File: src/rtl/rvc_asap_pkg.sv
// Shared definitions for the control-register responder: register word
// offsets, blank 7-seg pattern, register field types and load formatting.
package rvc_asap_pkg;

    // Word offsets (AluOut[5:2]) of the control registers
    localparam logic [3:0] CR_SEG7_0 = 4'd0;
    localparam logic [3:0] CR_SEG7_1 = 4'd1;
    localparam logic [3:0] CR_SEG7_2 = 4'd2;
    localparam logic [3:0] CR_SEG7_3 = 4'd3;
    localparam logic [3:0] CR_SEG7_4 = 4'd4;
    localparam logic [3:0] CR_SEG7_5 = 4'd5;
    localparam logic [3:0] CR_LED    = 4'd6;
    localparam logic [3:0] CR_BTN0   = 4'd7;
    localparam logic [3:0] CR_BTN1   = 4'd8;
    localparam logic [3:0] CR_SWITCH = 4'd9;

    localparam int unsigned CR_RW_NUM = 7;

    // Active-low segments: all ones turns every segment off
    localparam logic [6:0] SEG7_BLANK = 7'h7F;

    typedef struct packed {
        logic press_sticky;
        logic level;
    } t_cr_btn;

    typedef logic [6:0] t_cr_rw;

    // Zero the bytes that are not enabled, then sign-extend byte/half loads
    function automatic logic [31:0] cr_load_format(input logic [31:0] data,
                                                   input logic [3:0]  byte_en,
                                                   input logic        sign_ext);
        logic [31:0] masked;
        for (int unsigned i = 0; i < 4; i++) begin
            masked[i*8 +: 8] = byte_en[i] ? data[i*8 +: 8] : 8'h00;
        end
        if (sign_ext && byte_en == 4'b0001) begin
            masked = {{24{masked[7]}}, masked[7:0]};
        end else if (sign_ext && byte_en == 4'b0011) begin
            masked = {{16{masked[15]}}, masked[15:0]};
        end
        return masked;
    endfunction

endpackage

File: src/rtl/rvc_asap_debounce.sv
// Two-flop synchronizer followed by a stability counter. The accepted level
// flips only after the synced input has differed from it for DEBOUNCE_CYC
// consecutive cycles; rise pulses on the cycle the level goes 0->1.
module rvc_asap_debounce #(
    parameter logic [15:0] DEBOUNCE_CYC = 16'd50000
) (
    input  logic Clock,
    input  logic Rst,
    input  logic raw,
    output logic level,
    output logic rise
);

    logic        sync_1;
    logic        sync_2;
    logic [15:0] cnt;
    logic        at_limit;

    assign at_limit = (cnt == DEBOUNCE_CYC - 16'd1);
    assign rise     = (sync_2 != level) && at_limit && sync_2;

    // Synchronize the raw input and debounce it into the accepted level
    always_ff @(posedge Clock or negedge Rst) begin
        if (!Rst) begin
            sync_1 <= 1'b0;
            sync_2 <= 1'b0;
            cnt    <= '0;
            level  <= 1'b0;
        end else begin
            sync_1 <= raw;
            sync_2 <= sync_1;
            if (sync_2 == level) begin
                cnt <= '0;
            end else if (at_limit) begin
                level <= sync_2;
                cnt   <= '0;
            end else begin
                cnt <= cnt + 16'd1;
            end
        end
    end

endmodule

File: src/rtl/rvc_asap_cr_mem_5pl.sv
// Control-register responder beside D_MEM: decodes Q103H loads/stores into
// the CR window, holds the 7-seg/LED registers, reads the debounced buttons
// and synced switches, and returns load data registered into Q104H.
module rvc_asap_cr_mem_5pl
    import rvc_asap_pkg::*;
#(
    parameter logic [31:0] CR_BASE      = 32'h00FE_0000,
    parameter logic [15:0] DEBOUNCE_CYC = 16'd50000
) (
    input  logic        Clock,
    input  logic        Rst,
    input  logic [31:0] AluOut,
    input  logic [31:0] RegRdData2,
    input  logic [3:0]  CtrlDMemByteEn,
    input  logic        CtrlDMemWrEn,
    input  logic        SelDMemWb,
    input  logic        CtrlSignExt,
    output logic [31:0] CrRdDataQ104H,
    output logic        CrHitQ104H,
    input  logic        Button_0,
    input  logic        Button_1,
    input  logic [9:0]  Switch,
    output logic [6:0]  SEG7_0,
    output logic [6:0]  SEG7_1,
    output logic [6:0]  SEG7_2,
    output logic [6:0]  SEG7_3,
    output logic [6:0]  SEG7_4,
    output logic [6:0]  SEG7_5,
    output logic [6:0]  LED
);

    logic        hit;
    logic [3:0]  offset;
    logic        load_hit;
    logic        store_hit;
    logic [31:0] rd_raw;
    logic [31:0] rd_fmt;
    logic [1:0]  btn_level;
    logic [1:0]  btn_rise;
    logic [1:0]  btn_sticky;
    logic [1:0]  btn_clear;
    logic [9:0]  sw_sync_1;
    logic [9:0]  sw_sync_2;
    t_cr_rw      rw_q [CR_RW_NUM];
    t_cr_btn     btn0_view;
    t_cr_btn     btn1_view;
    logic        unused_bits;

    assign unused_bits = ^{AluOut[1:0], RegRdData2[31:7]};

    assign hit       = (AluOut[31:6] == CR_BASE[31:6]);
    assign offset    = AluOut[5:2];
    assign load_hit  = SelDMemWb && hit;
    assign store_hit = CtrlDMemWrEn && hit && CtrlDMemByteEn[0];

    assign btn_clear[0] = load_hit && (offset == CR_BTN0);
    assign btn_clear[1] = load_hit && (offset == CR_BTN1);

    assign btn0_view = '{press_sticky: btn_sticky[0], level: btn_level[0]};
    assign btn1_view = '{press_sticky: btn_sticky[1], level: btn_level[1]};

    assign SEG7_0 = rw_q[0];
    assign SEG7_1 = rw_q[1];
    assign SEG7_2 = rw_q[2];
    assign SEG7_3 = rw_q[3];
    assign SEG7_4 = rw_q[4];
    assign SEG7_5 = rw_q[5];
    assign LED    = rw_q[6];

    rvc_asap_debounce #(.DEBOUNCE_CYC(DEBOUNCE_CYC)) u_debounce_btn0 (
        .Clock (Clock),
        .Rst   (Rst),
        .raw   (Button_0),
        .level (btn_level[0]),
        .rise  (btn_rise[0])
    );

    rvc_asap_debounce #(.DEBOUNCE_CYC(DEBOUNCE_CYC)) u_debounce_btn1 (
        .Clock (Clock),
        .Rst   (Rst),
        .raw   (Button_1),
        .level (btn_level[1]),
        .rise  (btn_rise[1])
    );

    // Read mux over the CR map; unmapped offsets inside the window read 0
    always_comb begin
        rd_raw = '0;
        case (offset)
            CR_SEG7_0, CR_SEG7_1, CR_SEG7_2, CR_SEG7_3,
            CR_SEG7_4, CR_SEG7_5, CR_LED: rd_raw = {25'b0, rw_q[offset[2:0]]};
            CR_BTN0:                      rd_raw = {30'b0, btn0_view};
            CR_BTN1:                      rd_raw = {30'b0, btn1_view};
            CR_SWITCH:                    rd_raw = {22'b0, sw_sync_2};
            default:                      rd_raw = '0;
        endcase
    end

    assign rd_fmt = cr_load_format(rd_raw, CtrlDMemByteEn, CtrlSignExt);

    // Writable display registers; only the low byte lane carries their data
    always_ff @(posedge Clock or negedge Rst) begin
        if (!Rst) begin
            for (int unsigned i = 0; i < CR_RW_NUM - 1; i++) begin
                rw_q[i] <= SEG7_BLANK;
            end
            rw_q[CR_RW_NUM-1] <= '0;
        end else if (store_hit && offset < CR_LED + 4'd1) begin
            rw_q[offset[2:0]] <= RegRdData2[6:0];
        end
    end

    // Sticky press flags: a rise on the clearing read's cycle keeps the flag set
    always_ff @(posedge Clock or negedge Rst) begin
        if (!Rst) begin
            btn_sticky <= '0;
        end else begin
            btn_sticky <= btn_rise | (btn_sticky & ~btn_clear);
        end
    end

    // Two-flop synchronizer for the switch bank
    always_ff @(posedge Clock or negedge Rst) begin
        if (!Rst) begin
            sw_sync_1 <= '0;
            sw_sync_2 <= '0;
        end else begin
            sw_sync_1 <= Switch;
            sw_sync_2 <= sw_sync_1;
        end
    end

    // Q104H load result: data of a CR hit, zero for misses or no load
    always_ff @(posedge Clock or negedge Rst) begin
        if (!Rst) begin
            CrRdDataQ104H <= '0;
            CrHitQ104H    <= 1'b0;
        end else if (load_hit) begin
            CrRdDataQ104H <= rd_fmt;
            CrHitQ104H    <= 1'b1;
        end else begin
            CrRdDataQ104H <= '0;
            CrHitQ104H    <= 1'b0;
        end
    end

endmodule

File: config.mk
export PLATFORM = sky130hd
export DESIGN_NAME = rvc_asap_cr_mem_5pl
export DESIGN_NICKNAME = d
export VERILOG_FILES = /design/src/rtl/rvc_asap_pkg.sv /design/src/rtl/rvc_asap_debounce.sv /design/src/rtl/rvc_asap_cr_mem_5pl.sv
export SDC_FILE = /design/constraint.sdc
export NUM_CORES = 1
export LEC_CHECK = 0
export CAP_MARGIN = 10
export CORE_MARGIN = 2
export CORE_UTILIZATION = 45
export CTS_CLUSTER_DIAMETER = 80
export DETAILED_ROUTE_END_ITERATION = 8
export MAX_ROUTING_LAYER = met4
export PLACE_DENSITY = 0.86
export SLEW_MARGIN = 20
export SYNTH_ARGS = -nofsm -noshare
export SYNTH_HDL_FRONTEND = slang
export SYNTH_HIERARCHICAL = 1
export SYNTH_SLANG_ARGS = --single-unit
File: constraint.sdc
create_clock -name Clock -period 3 [get_ports Clock]
set_clock_uncertainty 0.2 [all_clocks]
set_input_delay 0.3 -clock Clock [delete_from_list [all_inputs] [get_ports Clock]]
set_output_delay 0.3 -clock Clock [all_outputs]
set_load 0.05 [all_outputs]
==> results.toml, run 1 <==
[clock_tree]
cts_buffers = 17
clkSinkCount = 121
cts_tree = "yes"
cts-root-buf = "clkbuf_16"
clk_pin_slew_ns = 0.06
clk_path_buf_depth = 2
clkLatencyLatePin_ns = 0.41
htree_levels = 4
cts_resized = 0

[yosys]
yosysSeqAreaShare_pct = 53.51
avgSynthCellArea_um2 = 12.09
synth_edf_count = 0
ys_seq_elements = 121
synth_flop_cell = "dfrtp_1"
synth_cell_types = 61
synth_nets = 563
ys_async_sr_fraction_pct = 100.0
synth_warnings = 6
syn_area_um2 = 5757
synth_cells = 476

[power_and_ir_drop]
leakage_nw = 3.149
power_density_nw_per_um2 = 505.0
irDropWorstVdd_mv = 0.3746

[critical_path]
cp_slowest_stage_delay_ns = 0.91
crit_chain = "clkdlybuf4s50_1"
critPathKind = "reg -> out"
end_kind = "output port"
critPathBufInv = 1
worstPathMaxFanout = 22
crit_arrival_ns = 2.00
worstPathRequired_ns = 2.50
cp_slowest_cell = "clkdlybuf4s50_1"
worstSetupStartpointType = "register"
crit_family = "buffers and inverters"

[drt]
drc = 0
post_drt_via_cell_ratio = 5.357
drtIter0Drc = 225
via_count = 4243
dr.pass1.iters = 4
routedWlPerCell_um = 18.52
wirelength_um = 14670
ant_nets = 0

[cells_and_area]
antenna_cells = 0
stdcell_area_um2 = 7814
nets = 694
layout.cells.non_filler = 792
syn2layout_area_growth_pct = 35.73
drive_above_1_share_pct = 26.61

[die]
ios = 167
row_count = 41
die_h_um = 117.1
die_x_um = 117.1
core_region_area_um2 = 12570
die_area_um2 = 13710
start_util_pct = 45.80

[timing]
worstMarginPinSlew_ns = 0.6294
setup_viol = 0
fin_tns_setup_ns = 0
period_needed_ns = 2.498
hold_viol = 0
max_freq_ghz = 0.4003
rsz0062_at_grt = "no"
slew_violations = 0
max_slew_margin_pct = 57.88
hold_slack_ns = 0.1360
finalCritPeriodShare_pct = 83.26
post-route-worst-setup-slack_ns = 0.5021

[place]
dp_slack_ns = 0.1890
portBuffers = 139
gp_congestion = 0.8341
placed_cell_area_um2 = 7202
dp_hpwl_um = 9972
place_inst = 759

[global_route]
grt_overflow_total = 0
grt_usage_pct = 23.40
grt_pass1_wl_um = 23550
grt_max_degree = 84
grt_antenna_before_repair = 0
grt_pass1_vias = 4579

[worst_hold_path]
hold_path_class = "in -> reg"

[flow_run]
maxCapViolations = 0

[outcome]
outcome = "completed"
## Yosys cell counts (all sizes together) (2+ instances only)
library cell	instances	share of area (%)
a211o	2	0.30
a211oi	6	0.78
a21oi	14	1.3
a221o	2	0.35
a22oi	2	0.26
a32o	2	0.35
and3	10	1.3
and4	2	0.30
and4bb	3	0.65
buf	30	3.8
clkbuf	9	0.61
dfrtp	79	34
dfstp	42	19
ha	2	0.43
inv	10	0.65
mux2	51	10
mux2i	10	1.7
nand2	22	1.5
nand2b	6	0.65
nand3	12	1.2
nand4	17	2.2
nor2	39	2.5
nor2b	4	0.43
nor3	20	2.3
nor3b	5	0.65
nor4	10	2.8
nor4b	5	0.98
nor4bb	3	0.52
o211ai	3	0.39
o21ai	6	0.52
o221ai	3	0.46
or3	5	0.54
xnor2	16	2.4
xor2	12	1.8
## flip-flops by register name (all words and copies together) (netlist names), 2 cells and up
signal	cells
SEG7_2	7
u_debounce_btn1/cnt	16
sw_sync_1	10
SEG7_1	7
btn_sticky	2
CrRdDataQ104H	11
SEG7_5	7
sw_sync_2	10
SEG7_0	7
SEG7_4	7
SEG7_3	7
LED	7
u_debounce_btn0/cnt	16
## final timing paths
check	endpoint	slack, ns	start	cells past startpoint
worst max register to register	btn_sticky[0]	0.88	u_debounce_btn0/cnt[0]	6
max in group asynchronous	SEG7_3[6]	1.56	Rst	3
worst min register to register	sw_sync_2[4]	0.15	sw_sync_1[4]	0
min in group asynchronous	u_debounce_btn0/cnt[6]	0.21	Rst	2
worst max-delay path	CrRdDataQ104H[18]	0.50	CrRdDataQ104H[30]	1
worst min-delay path	sw_sync_1[6]	0.14	Switch[6]	1
## layer usage
| metal | track usage [%] | share of wire, % | vias up |
|---|---|---|---|
| met5 | - | 0 | - |
| met4 | 10.20 | 1.6 | 0 |
| met2 | 39.27 | 53 | 135 |
| li1 | - | - | 1962 |
| met1 | 26.68 | 39 | 2121 |
| met3 | 5.870 | 5.7 | 25 |
## through the flow
step | power, mW | util (%)
2_1_floorplan | 1.780 | -
3_3_place_gp | 1.913 | 57.30
3_5_place_dp | 1.925 | 57.30
4_1_cts | 3.966 | 62.17
5_1_grt | 4.078 | 62.17
6_report | 3.946 | 62.17
## report_power, final
| part | switching (mW) | internal, mW |
|---|---|---|
| combinational | 0.123 | 0.108 |
| clock | 0.731 | 1.31 |
| sequential | 0.0135 | 1.66 |
## what timing repair did
action,CTS,global route
setup endpoints to repair,0,0
hold buffers,1,0
buffers inserted,0,0
hold endpoints to repair,38,0
## cell usage in the layout, fill, tap and decap left out, types with 15 or more instances in the layout
master,n
clkbuf_16,18
dfrtp_1,79
clkdlybuf4s50_1,138
mux2_2,49
nor3_1,17
nor2_1,39
nand4_1,15
dfstp_2,42
nand2_1,20
xnor2_1,16
## area by class of cell
cell class	instances	area (µm²)
clock buffers	21	481.7
inverters	10	37.54
multi-input cells	306	2385
flip-flops and latches	121	3080
fillers	922	4755
well taps	172	215.2
clock inverters	11	120.1
repair buffers	151	1494
## cells by family after synthesis
family / after synthesis / share of synthesized area (%)
compound gates: 46 / 5.564
simple gates: 169 / 19.45
xor+xnor: 28 / 4.260
buf+inv: 49 / 5.064
fa+ha+maj: 2 / 0.4346
mux: 61 / 11.71
flops: 121 / 53.51
Power figures use the tool's default switching activity.
==> run 2, diff against run 1 <==
==> constraint.sdc (replaced) <==
create_clock -name Clock -period 2.5 [get_ports Clock]
set_clock_uncertainty 0.2 [all_clocks]
set_input_delay 0.25 -clock Clock [delete_from_list [all_inputs] [get_ports Clock]]
set_output_delay 0.25 -clock Clock [all_outputs]
set_load 0.05 [all_outputs]
==> results.toml, run 2 (synthesized netlist as in run 1, its figures left out) <==
[power_and_ir_drop]
irDropWorstVdd_mv = 0.4125
leakage_nw = 3.525
internal_power_mw = 3.798
sequentialPowerShare_pct = 41.2
totalPowerFinal_mw = 4.868
swShare_pct = 21.98
p_clk_share_pct = 52.9
combPwrFrac_pct = 5.8
p_sw_mw = 1.070
power_density_nw_per_um2 = 606.1

[timing]
hold_viol = 0
max_freq_ghz = 0.4155
worstMarginPinSlew_ns = 0.5683
slew_violations = 0
finalCritPeriodShare_pct = 96.27
setup_viol = 0
max_slew_margin_pct = 61.99
period_needed_ns = 2.407

[die]
core_region_area_um2 = 12570
die_h_um = 117.1
row_count = 41
start_util_pct = 45.80
ios = 167
die_area_um2 = 13710
die_x_um = 117.1

[cells_and_area]
syn2layout_area_growth_pct = 39.51
antenna_cells = 0
layout.cells.non_filler = 808
nets = 710
layout_commonest_cell = "clkdlybuf4s50_1"
reg_top3 = "u_debounce_btn0/cnt: 16 flops, u_debounce_btn1/cnt: 16 flops, CrRdDataQ104H: 11 flops"
fill_cells = 879
drive_above_1_share_pct = 28.30
layout_common_cells = "clkdlybuf4s50_1, dfrtp_1, mux2_2"

[drt]
post_drt_via_cell_ratio = 5.406
wirelength_um = 14810
drtIter0Drc = 231
routedWlPerCell_um = 18.33
drc = 0
dr.pass1.iters = 4
via_count = 4368
ant_nets = 0

[clock_tree]
cts-root-buf = "clkbuf_16"
clkLatencyLatePin_ns = 0.42
cts_tree = "yes"
cts_buffers = 17
htree_levels = 4
clkSinkCount = 121
clk_path_buf_depth = 2
clk_pin_slew_ns = 0.05

[place]
gp_congestion = 0.8563
portBuffers = 139
place_inst = 775
dp_hpwl_um = 10270

[critical_path]
crit_chain = "clkdlybuf4s50_1"
cp_slowest_stage_delay_ns = 0.90
crit_arrival_ns = 1.96
worstPathRequired_ns = 2.05
cp_slowest_cell = "clkdlybuf4s50_1"
cp.depth = 1
crit_family = "buffers and inverters"
rr_worst_depth = 6
end_kind = "output port"
r2r-end = "btn_sticky[0]"
rrSetupSlack_ns = 0.34
worstSetupStartpointType = "register"
critPathKind = "reg -> out"
r2r-start = "u_debounce_btn0/cnt[0]"
critPathBufInv = 1
worstPathMaxFanout = 22

[worst_hold_path]
hold_end = "sw_sync_1[4]"
hold_path_class = "in -> reg"
min_from = "Switch[4]"
holdPathStages = 1

[global_route]
grt_antenna_before_repair = 0
grt_pass1_vias = 4562
grt_pass1_wl_um = 23490
grt_usage_pct = 23.56
grt_max_degree = 45
grt_overflow_total = 0

[flow_run]
maxCapViolations = 0

[outcome]
outcome = "completed"
[run 2: cell types whose count changed in the layout (fill, tap and decap cells not counted), sizes merged]
cell           change
buf               +16
clkdlybuf4s50     -15
dlymetal6s2s      +15
clkbuf             -3
inv                +3
bufinv             +2
clkinv             -2
[run 2: metrics by stage]
stage	worst slack, ns	setup TNS, ns	hold WS, ns	cell area [µm²]	utilization (%)
after floorplan	0.4106	0	-0.2456	5757	-
after detailed placement	-0.1113	-2.734	0.07305	7360	58.56
after global placement	-0.05270	-0.5987	0.05696	7360	58.56
after global routing	-0.001423	-0.001879	0.05867	8031	63.90
final	0.09320	0	0.07049	8031	63.90
after CTS	0.002619	0	0.05603	7994	63.60
[run 2: worst max path at each step]
stage | start | to | slack (ns)
3_5_place_dp | AluOut[27] | SEG7_2[1] | -0.11
2_1_floorplan | AluOut[10] | LED[0] | 0.41
4_1_cts | CrRdDataQ104H[30] | CrRdDataQ104H[30] | 0.003
6_report | CrRdDataQ104H[30] | CrRdDataQ104H[19] | 0.09
3_3_place_gp | AluOut[9] | SEG7_5[1] | -0.05
5_1_grt | CrRdDataQ104H[30] | CrRdDataQ104H[23] | -0.001
[run 2: power groups by stage]
stage	combinational, mW	clock, mW	sequential [mW]
floorplan	0.103	0	2.03
global placement	0.267	0	2.04
detailed placement	0.278	0	2.04
CTS	0.284	2.61	2.01
global route	0.308	2.70	2.01
finish	0.284	2.58	2.01
[run 2: what timing repair did]
| action | in CTS | in global routing |
|---|---|---|
| resized for setup | 0 | 15 |
| buffers inserted | 0 | 0 |
| endpoints found under the setup margin | 0 | 22 |
| hold buffers | 1 | 0 |
| hold endpoints to repair | 40 | 0 |
[run 2: area by class of cell]
type | instances | area, µm² | share of cell area [%]
clock buffers | 18 | 429.2 | 5.344
clock inverters | 14 | 195.2 | 2.430
inverters | 10 | 37.54 | 0.4674
multi-input cells | 306 | 2385 | 29.69
flip-flops and latches | 121 | 3080 | 38.35
well taps | 172 | 215.2 | 2.680
repair buffers | 167 | 1689 | 21.03
[run 2: per-layer routing]
| layer | track usage (%) | share of wire [%] | vias up |
|---|---|---|---|
| met3 | 7.724 | 6.0 | 48 |
| li1 | - | - | 2000 |
| met1 | 26.24 | 39 | 2160 |
| met2 | 38.92 | 52 | 160 |
| met4 | 10.20 | 3.2 | 0 |
| met5 | - | 0 | - |
